<file path="src/rtl/regfile_dump_if.sv">
// regfile_dump_if: read/write/dump signal bundle for regfile_dump
interface regfile_dump_if #(
  parameter int DATA_W = 32,
  parameter int ADDR_W = 5
);
  logic [ADDR_W-1:0] ra, rb, rw, dump_addr;
  logic [DATA_W-1:0] busA, busB, busW, dump_data;
  logic              RegWr, dump_start, dump_ready;
  logic              dump_busy, dump_valid, dump_last;
  modport master (
    output ra, rb, rw, busW, RegWr, dump_start, dump_ready,
    input  busA, busB, dump_busy, dump_valid, dump_addr, dump_data, dump_last
  );
  modport slave (
    input  ra, rb, rw, busW, RegWr, dump_start, dump_ready,
    output busA, busB, dump_busy, dump_valid, dump_addr, dump_data, dump_last
  );
endinterface

</file>
<file path="src/rtl/regfile_dump.sv">
// regfile_dump: register file with hardwired r0, two combinational read ports,
// one write port and a handshaked dump stream. Define REGFILE_BYPASS_EN to
// forward same-cycle write data to the read ports.
module regfile_dump #(
  parameter int              DATA_W    = 32,
  parameter int              ADDR_W    = 5,
  parameter int              REGNUM    = 32,
  parameter logic [DATA_W-1:0] REG0_DATA = '0
) (
  input logic           CLK,
  input logic           RST,
  regfile_dump_if.slave bus
);
  typedef enum logic {IDLE, STREAM} state_t;
  localparam logic [ADDR_W:0]   LIM  = (ADDR_W+1)'(REGNUM);
  localparam logic [ADDR_W-1:0] LAST = ADDR_W'(REGNUM-1);
  logic [DATA_W-1:0] regs [2**ADDR_W];
  state_t            state, state_nx;
  logic [ADDR_W-1:0] idx, idx_nx;
  logic              wen;
  function automatic logic [DATA_W-1:0] rd(input logic [ADDR_W-1:0] a);
    return (a == '0) ? REG0_DATA : ({1'b0, a} < LIM) ? regs[a] : '0;
  endfunction
  assign wen = bus.RegWr && (bus.rw != '0) && ({1'b0, bus.rw} < LIM);
`ifdef REGFILE_BYPASS_EN
  assign bus.busA = (wen && bus.rw == bus.ra) ? bus.busW : rd(bus.ra);
  assign bus.busB = (wen && bus.rw == bus.rb) ? bus.busW : rd(bus.rb);
`else
  assign bus.busA = rd(bus.ra);
  assign bus.busB = rd(bus.rb);
`endif
  // register array: cleared by reset, written only at implemented nonzero indices
  always_ff @(posedge CLK or posedge RST) begin
    if (RST) begin
      for (int i = 0; i < 2**ADDR_W; i++) regs[i] <= '0;
    end else if (wen) begin
      regs[bus.rw] <= bus.busW;
    end
  end
  // dump state and beat index
  always_ff @(posedge CLK or posedge RST) begin
    if (RST) begin
      state <= IDLE;
      idx   <= '0;
    end else begin
      state <= state_nx;
      idx   <= idx_nx;
    end
  end
  // dump next state and beat outputs; data is read unbypassed so it tracks stalls
  always_comb begin
    state_nx       = state;
    idx_nx         = idx;
    bus.dump_valid = state == STREAM;
    bus.dump_busy  = state == STREAM;
    bus.dump_addr  = (state == STREAM) ? idx : '0;
    bus.dump_last  = (state == STREAM) && (idx == LAST);
    bus.dump_data  = rd(idx);
    if (state == IDLE && bus.dump_start) begin
      state_nx = STREAM;
      idx_nx   = '0;
    end else if (state == STREAM && bus.dump_ready) begin
      state_nx = (idx == LAST) ? IDLE : STREAM;
      idx_nx   = (idx == LAST) ? idx : idx + 1'b1;
    end
  end
endmodule

</file>
<file path="src/flat_wrapper.sv">
// flat-port wrapper written by rule: the top's interface ports become plain ports
module regfile_dump_flat 
#(
  parameter int              DATA_W    = 32,
  parameter int              ADDR_W    = 5,
  parameter int              REGNUM    = 32,
  parameter logic [DATA_W-1:0] REG0_DATA = '0
)
  (CLK, RST, bus_ra, bus_rb, bus_rw, bus_busW, bus_RegWr, bus_dump_start, bus_dump_ready, bus_busA, bus_busB, bus_dump_busy, bus_dump_valid, bus_dump_addr, bus_dump_data, bus_dump_last);
  regfile_dump_if #(.DATA_W(DATA_W), .ADDR_W(ADDR_W)) bus_i ();
  input logic CLK;
  input logic RST;
  input wire logic [$bits(bus_i.ra)-1:0] bus_ra;
  input wire logic [$bits(bus_i.rb)-1:0] bus_rb;
  input wire logic [$bits(bus_i.rw)-1:0] bus_rw;
  input wire logic [$bits(bus_i.busW)-1:0] bus_busW;
  input wire logic [$bits(bus_i.RegWr)-1:0] bus_RegWr;
  input wire logic [$bits(bus_i.dump_start)-1:0] bus_dump_start;
  input wire logic [$bits(bus_i.dump_ready)-1:0] bus_dump_ready;
  output wire logic [$bits(bus_i.busA)-1:0] bus_busA;
  output wire logic [$bits(bus_i.busB)-1:0] bus_busB;
  output wire logic [$bits(bus_i.dump_busy)-1:0] bus_dump_busy;
  output wire logic [$bits(bus_i.dump_valid)-1:0] bus_dump_valid;
  output wire logic [$bits(bus_i.dump_addr)-1:0] bus_dump_addr;
  output wire logic [$bits(bus_i.dump_data)-1:0] bus_dump_data;
  output wire logic [$bits(bus_i.dump_last)-1:0] bus_dump_last;
  assign bus_i.ra = bus_ra;
  assign bus_i.rb = bus_rb;
  assign bus_i.rw = bus_rw;
  assign bus_i.busW = bus_busW;
  assign bus_i.RegWr = bus_RegWr;
  assign bus_i.dump_start = bus_dump_start;
  assign bus_i.dump_ready = bus_dump_ready;
  assign bus_busA = bus_i.busA;
  assign bus_busB = bus_i.busB;
  assign bus_dump_busy = bus_i.dump_busy;
  assign bus_dump_valid = bus_i.dump_valid;
  assign bus_dump_addr = bus_i.dump_addr;
  assign bus_dump_data = bus_i.dump_data;
  assign bus_dump_last = bus_i.dump_last;
  regfile_dump #(.DATA_W(DATA_W), .ADDR_W(ADDR_W), .REGNUM(REGNUM), .REG0_DATA(REG0_DATA)) u_core (.CLK(CLK), .RST(RST), .bus(bus_i));
endmodule
</file>
<file path="config.mk">
export PLATFORM = sky130hd
export DESIGN_NAME = regfile_dump_flat
export DESIGN_NICKNAME = d
export VERILOG_FILES = /design/src/rtl/regfile_dump_if.sv /design/src/rtl/regfile_dump.sv /design/src/flat_wrapper.sv
export SDC_FILE = /design/constraint.sdc
export NUM_CORES = 2
export LEC_CHECK = 0
export ABC_AREA = 1
export BUFFER_PORTS_ARGS = -buffer_cell sky130_fd_sc_hd__buf_2
export CAP_MARGIN = 10
export CORE_MARGIN = 3
export CORE_UTILIZATION = 30
export CTS_BUF_LIST = sky130_fd_sc_hd__clkbuf_16
export DETAILED_ROUTE_END_ITERATION = 12
export PLACE_DENSITY_LB_ADDON = 0.05
export SLEW_MARGIN = 10
export SYNTH_ARGS = -nofsm -noshare
export SYNTH_HDL_FRONTEND = slang
export SYNTH_SLANG_ARGS = --single-unit
</file>
<file path="constraint.sdc">
create_clock -name CLK -period 33.4 [get_ports CLK]
set_input_delay 1.67 -clock CLK [delete_from_list [all_inputs] [get_ports CLK]]
set_output_delay 1.67 -clock CLK [all_outputs]
set_load 0.005 [all_outputs]
</file>
==> flow_metrics.tcl <==
set metrics [dict create \
    holdCritStartpoint "u_core.regs[998]$_DFFE_PP0P_" \
    syn_area_sq_um 67220 \
    syn_to_final_growth_pct 10.29 \
    clkTransAtPathRegs_ps 50 \
    setup_slack_ps 25690 \
    antenna_found_initial 37 \
    dieArea_sq_um 229800 \
    cts_sinks 1030 \
    yosys.area_share.simple 0.3708 \
    ys_seq_area_frac 0.3834 \
    placed_cell_area_sq_um 69690 \
    syn_inst 10630 \
    synth_top_family_by_area "simple AND/OR/NAND/NOR gates" \
    yosysWarnings 0 \
    grt_overflow 0 \
    clockBufferDepth 3 \
    finClkSkew_ps 0.5069 \
    grt_max_degree 173 \
    startpoint "bus_ra[0]" \
    endpoint "bus_busA[27]" \
    fin_tns_setup_ps 0 \
    synth_area_leaders "dfrtp_1, nand2_1, nand3_1" \
    drc 0 \
    synth_compound_area_frac 0.1626 \
    maxSlewHeadroom 0.05850 \
    rr_startpoint "u_core.idx[3]$_DFFE_PP0P_" \
    ys_types 26 \
    min_path_cells 0 \
    rsz0062_at_grt "false" \
    pre_cts_ws_ps 25810 \
    dp_hpwl_um 201600 \
    synthMuxAreaShare 0 \
    core_sq_um 222500 \
    hold_viol_final 0 \
    crit_arrival_ps 6040 \
    ff2ff_setup_slack_ps 29910 \
    fin_crit_sh 0.2307 \
    ys_ff_latch 1030 \
    fmax_mhz 129.8 \
    tritoncts "yes" \
    syn_nets 10680 \
    peakVddDrop_uv 60.41 \
    ctsResizeCount 0 \
    firstDrtPassIters 6 \
    fp-row-count 173 \
    die_y_um 479.4 \
    max-cap-violations 0 \
    grt_pass1_vias 69400 \
    synth_fa_ha_area_frac 0.0005584 \
    avgSynthCellArea_sq_um 6.326 \
    ant_nets 0 \
    yosys.area.top_type "dfrtp_1" \
    post_drt_via_cell_ratio 5.596 \
    initial_core_util 0.3021 \
    drive_gt1_frac 0.05471 \
    cts_hold_buf 0 \
    drv_slew 0 \
    reg2reg_to "u_core.idx[3]$_DFFE_PP0P_" \
    io_buffers 155 \
    p_per_area_nw_per_um2 68.86 \
    drt_iter0_drc 9646 \
    synth_top_area_frac 0.3834 \
    finalWirelength_um 370700 \
    p_total_mw 5.106 \
    grt_pass1_wl_um 526800 \
    wl_per_cell_um 28.03 \
    synthXorXnorAreaFrac 0 \
    crit_type "in2out" \
    cts_setup_buffers 0 \
    cp-start-kind "input pin" \
    rr_worst_depth 11 \
    status "finished clean" \
    nets 10190 \
    gp_congestion 0.8319 \
    cp_data_required_time_ps 31730 \
    grtUsageTotal 0.3135 \
    setup_viol 0 \
    tightest_slew_ps 1407 \
    p_leak_nw 34.77 \
    min-delay-path-class "reg2reg" \
    die_w_um 479.4 \
    root_buffer "clkbuf_16" \
    ios 156 \
    fin_crit_ps 7707 \
    cts_buffers 141 \
    h-tree-depth 4 \
    vias 74000 \
    cp_max_fo 81 \
    insertion_delay_ps 800 \
    crit_path_end_kind "primary output" \
    postLayoutCellArea_sq_um 74140 \
]
==> layout make-up <==
type                    count  area (sq um)
repair buffers            311          2110
inverters                 488          1901
fillers                 24350        148400
diodes                     13         32.53
flip-flops and latches   1030         25790
clock buffers             145          3628
clock inverters           104         789.5
well taps                2975          3722
multi-input cells        8158         36160
==> Yosys cell counts <==
cell / number
dfrtp_1: 1030
nand2_1: 4074
o21ai_1: 51
buf_2: 124
a21oi_1: 345
a21boi_0: 4
nor2_1: 643
nor4_1: 1
inv_1: 470
nand4_1: 1
nand3_1: 1415
a22o_1: 1
nor3b_1: 1
o211ai_1: 357
clkbuf_1: 731
nor2_2: 8
buf_1: 94
buf_4: 1
ha_1: 3
a31oi_1: 1
nor4_2: 1
inv_2: 13
nor3_1: 7
clkinv_1: 5
o21ai_0: 1243
nor3_2: 2
==> stage by stage <==
stage                     hold WS (ps)  utilization  std cells
after global routing             409.6       0.3331      13220
final                            398.9       0.3332      13220
after detailed placement         387.8       0.3132      12960
after floorplan                  450.5            -      10630
after CTS                        403.0       0.3330      13210
after global placement           388.0       0.3132      12960
==> worst max-delay path, cell delays in order <==
cell and delay [ps]:
buf_8 490, buf_4 620, buf_4 650, buf_4 870, nand2_1 140, nand3_1 120, nand3_1 110, nand2_1 120
nand2_1 50, nand3_1 100, nand2_1 60, nor2_1 630, buf_2 240
==> layout by cell type (no fill, tap or decap), types with 8 or more instances in the layout <==
| cell type | netlist | routed |
|---|---|---|
| nand3_1 | 1415 | 1414 |
| nor2_1 | 643 | 639 |
| o21ai_0 | 1243 | 1243 |
| o211ai_1 | 357 | 357 |
| nor2_4 | 0 | 12 |
| buf_2 | 124 | 145 |
| clkinv_1 | 5 | 38 |
| nand2_1 | 4074 | 4052 |
| inv_8 | 0 | 8 |
| clkinv_2 | 0 | 19 |
| diode_2 | 0 | 13 |
| o21ai_1 | 51 | 51 |
| bufinv_16 | 0 | 12 |
| a21oi_1 | 345 | 344 |
| nand2_4 | 0 | 22 |
| dfrtp_1 | 1030 | 1025 |
| inv_1 | 470 | 495 |
| buf_4 | 1 | 152 |
| clkbuf_16 | 0 | 145 |
| buf_12 | 0 | 8 |
==> worst min-delay path by stage <==
stage	end	slack, ps
floorplan	u_core.regs[1000]$_DFFE_PP0P_	450
global placement	u_core.regs[1011]$_DFFE_PP0P_	390
detailed placement	u_core.regs[1018]$_DFFE_PP0P_	390
CTS	u_core.regs[994]$_DFFE_PP0P_	400
finish	u_core.regs[998]$_DFFE_PP0P_	400
global route	u_core.regs[1005]$_DFFE_PP0P_	410
==> per-layer routing <==
layer | wire length, um | track usage | vias to the layer above
li1 | - | - | 33580
met1 | 164000 | 0.4371 | 36100
met2 | 164000 | 0.4901 | 3682
met3 | 27800 | 0.04417 | 631
met4 | 14780 | 0.1208 | 8
met5 | 46 | 0 | -
==> state kept, by name (all words and copies together) (netlist names) <==
register and count:
u_core.bus.dump_busy 1, u_core.idx 5, u_core.regs 1024
==> cell families after synthesis <==
kind of cell               Yosys count
buffers and inverters             1438
DFF                               1030
and+or+nand+nor                   6153
adders and majority gates            3
AOI/OAI and AO/OA                 2002
==> power by group <==
| group | switching [mW] | total, mW | internal (mW) |
|---|---|---|---|
| Clock | 0.643 | 1.52 | 0.873 |
| Sequential | 0.275 | 1.77 | 1.49 |
| Combinational | 1.29 | 1.82 | 0.533 |
| Total | 2.21 | 5.11 | 2.90 |
No activity file was read; power rests on OpenSTA's default activity.
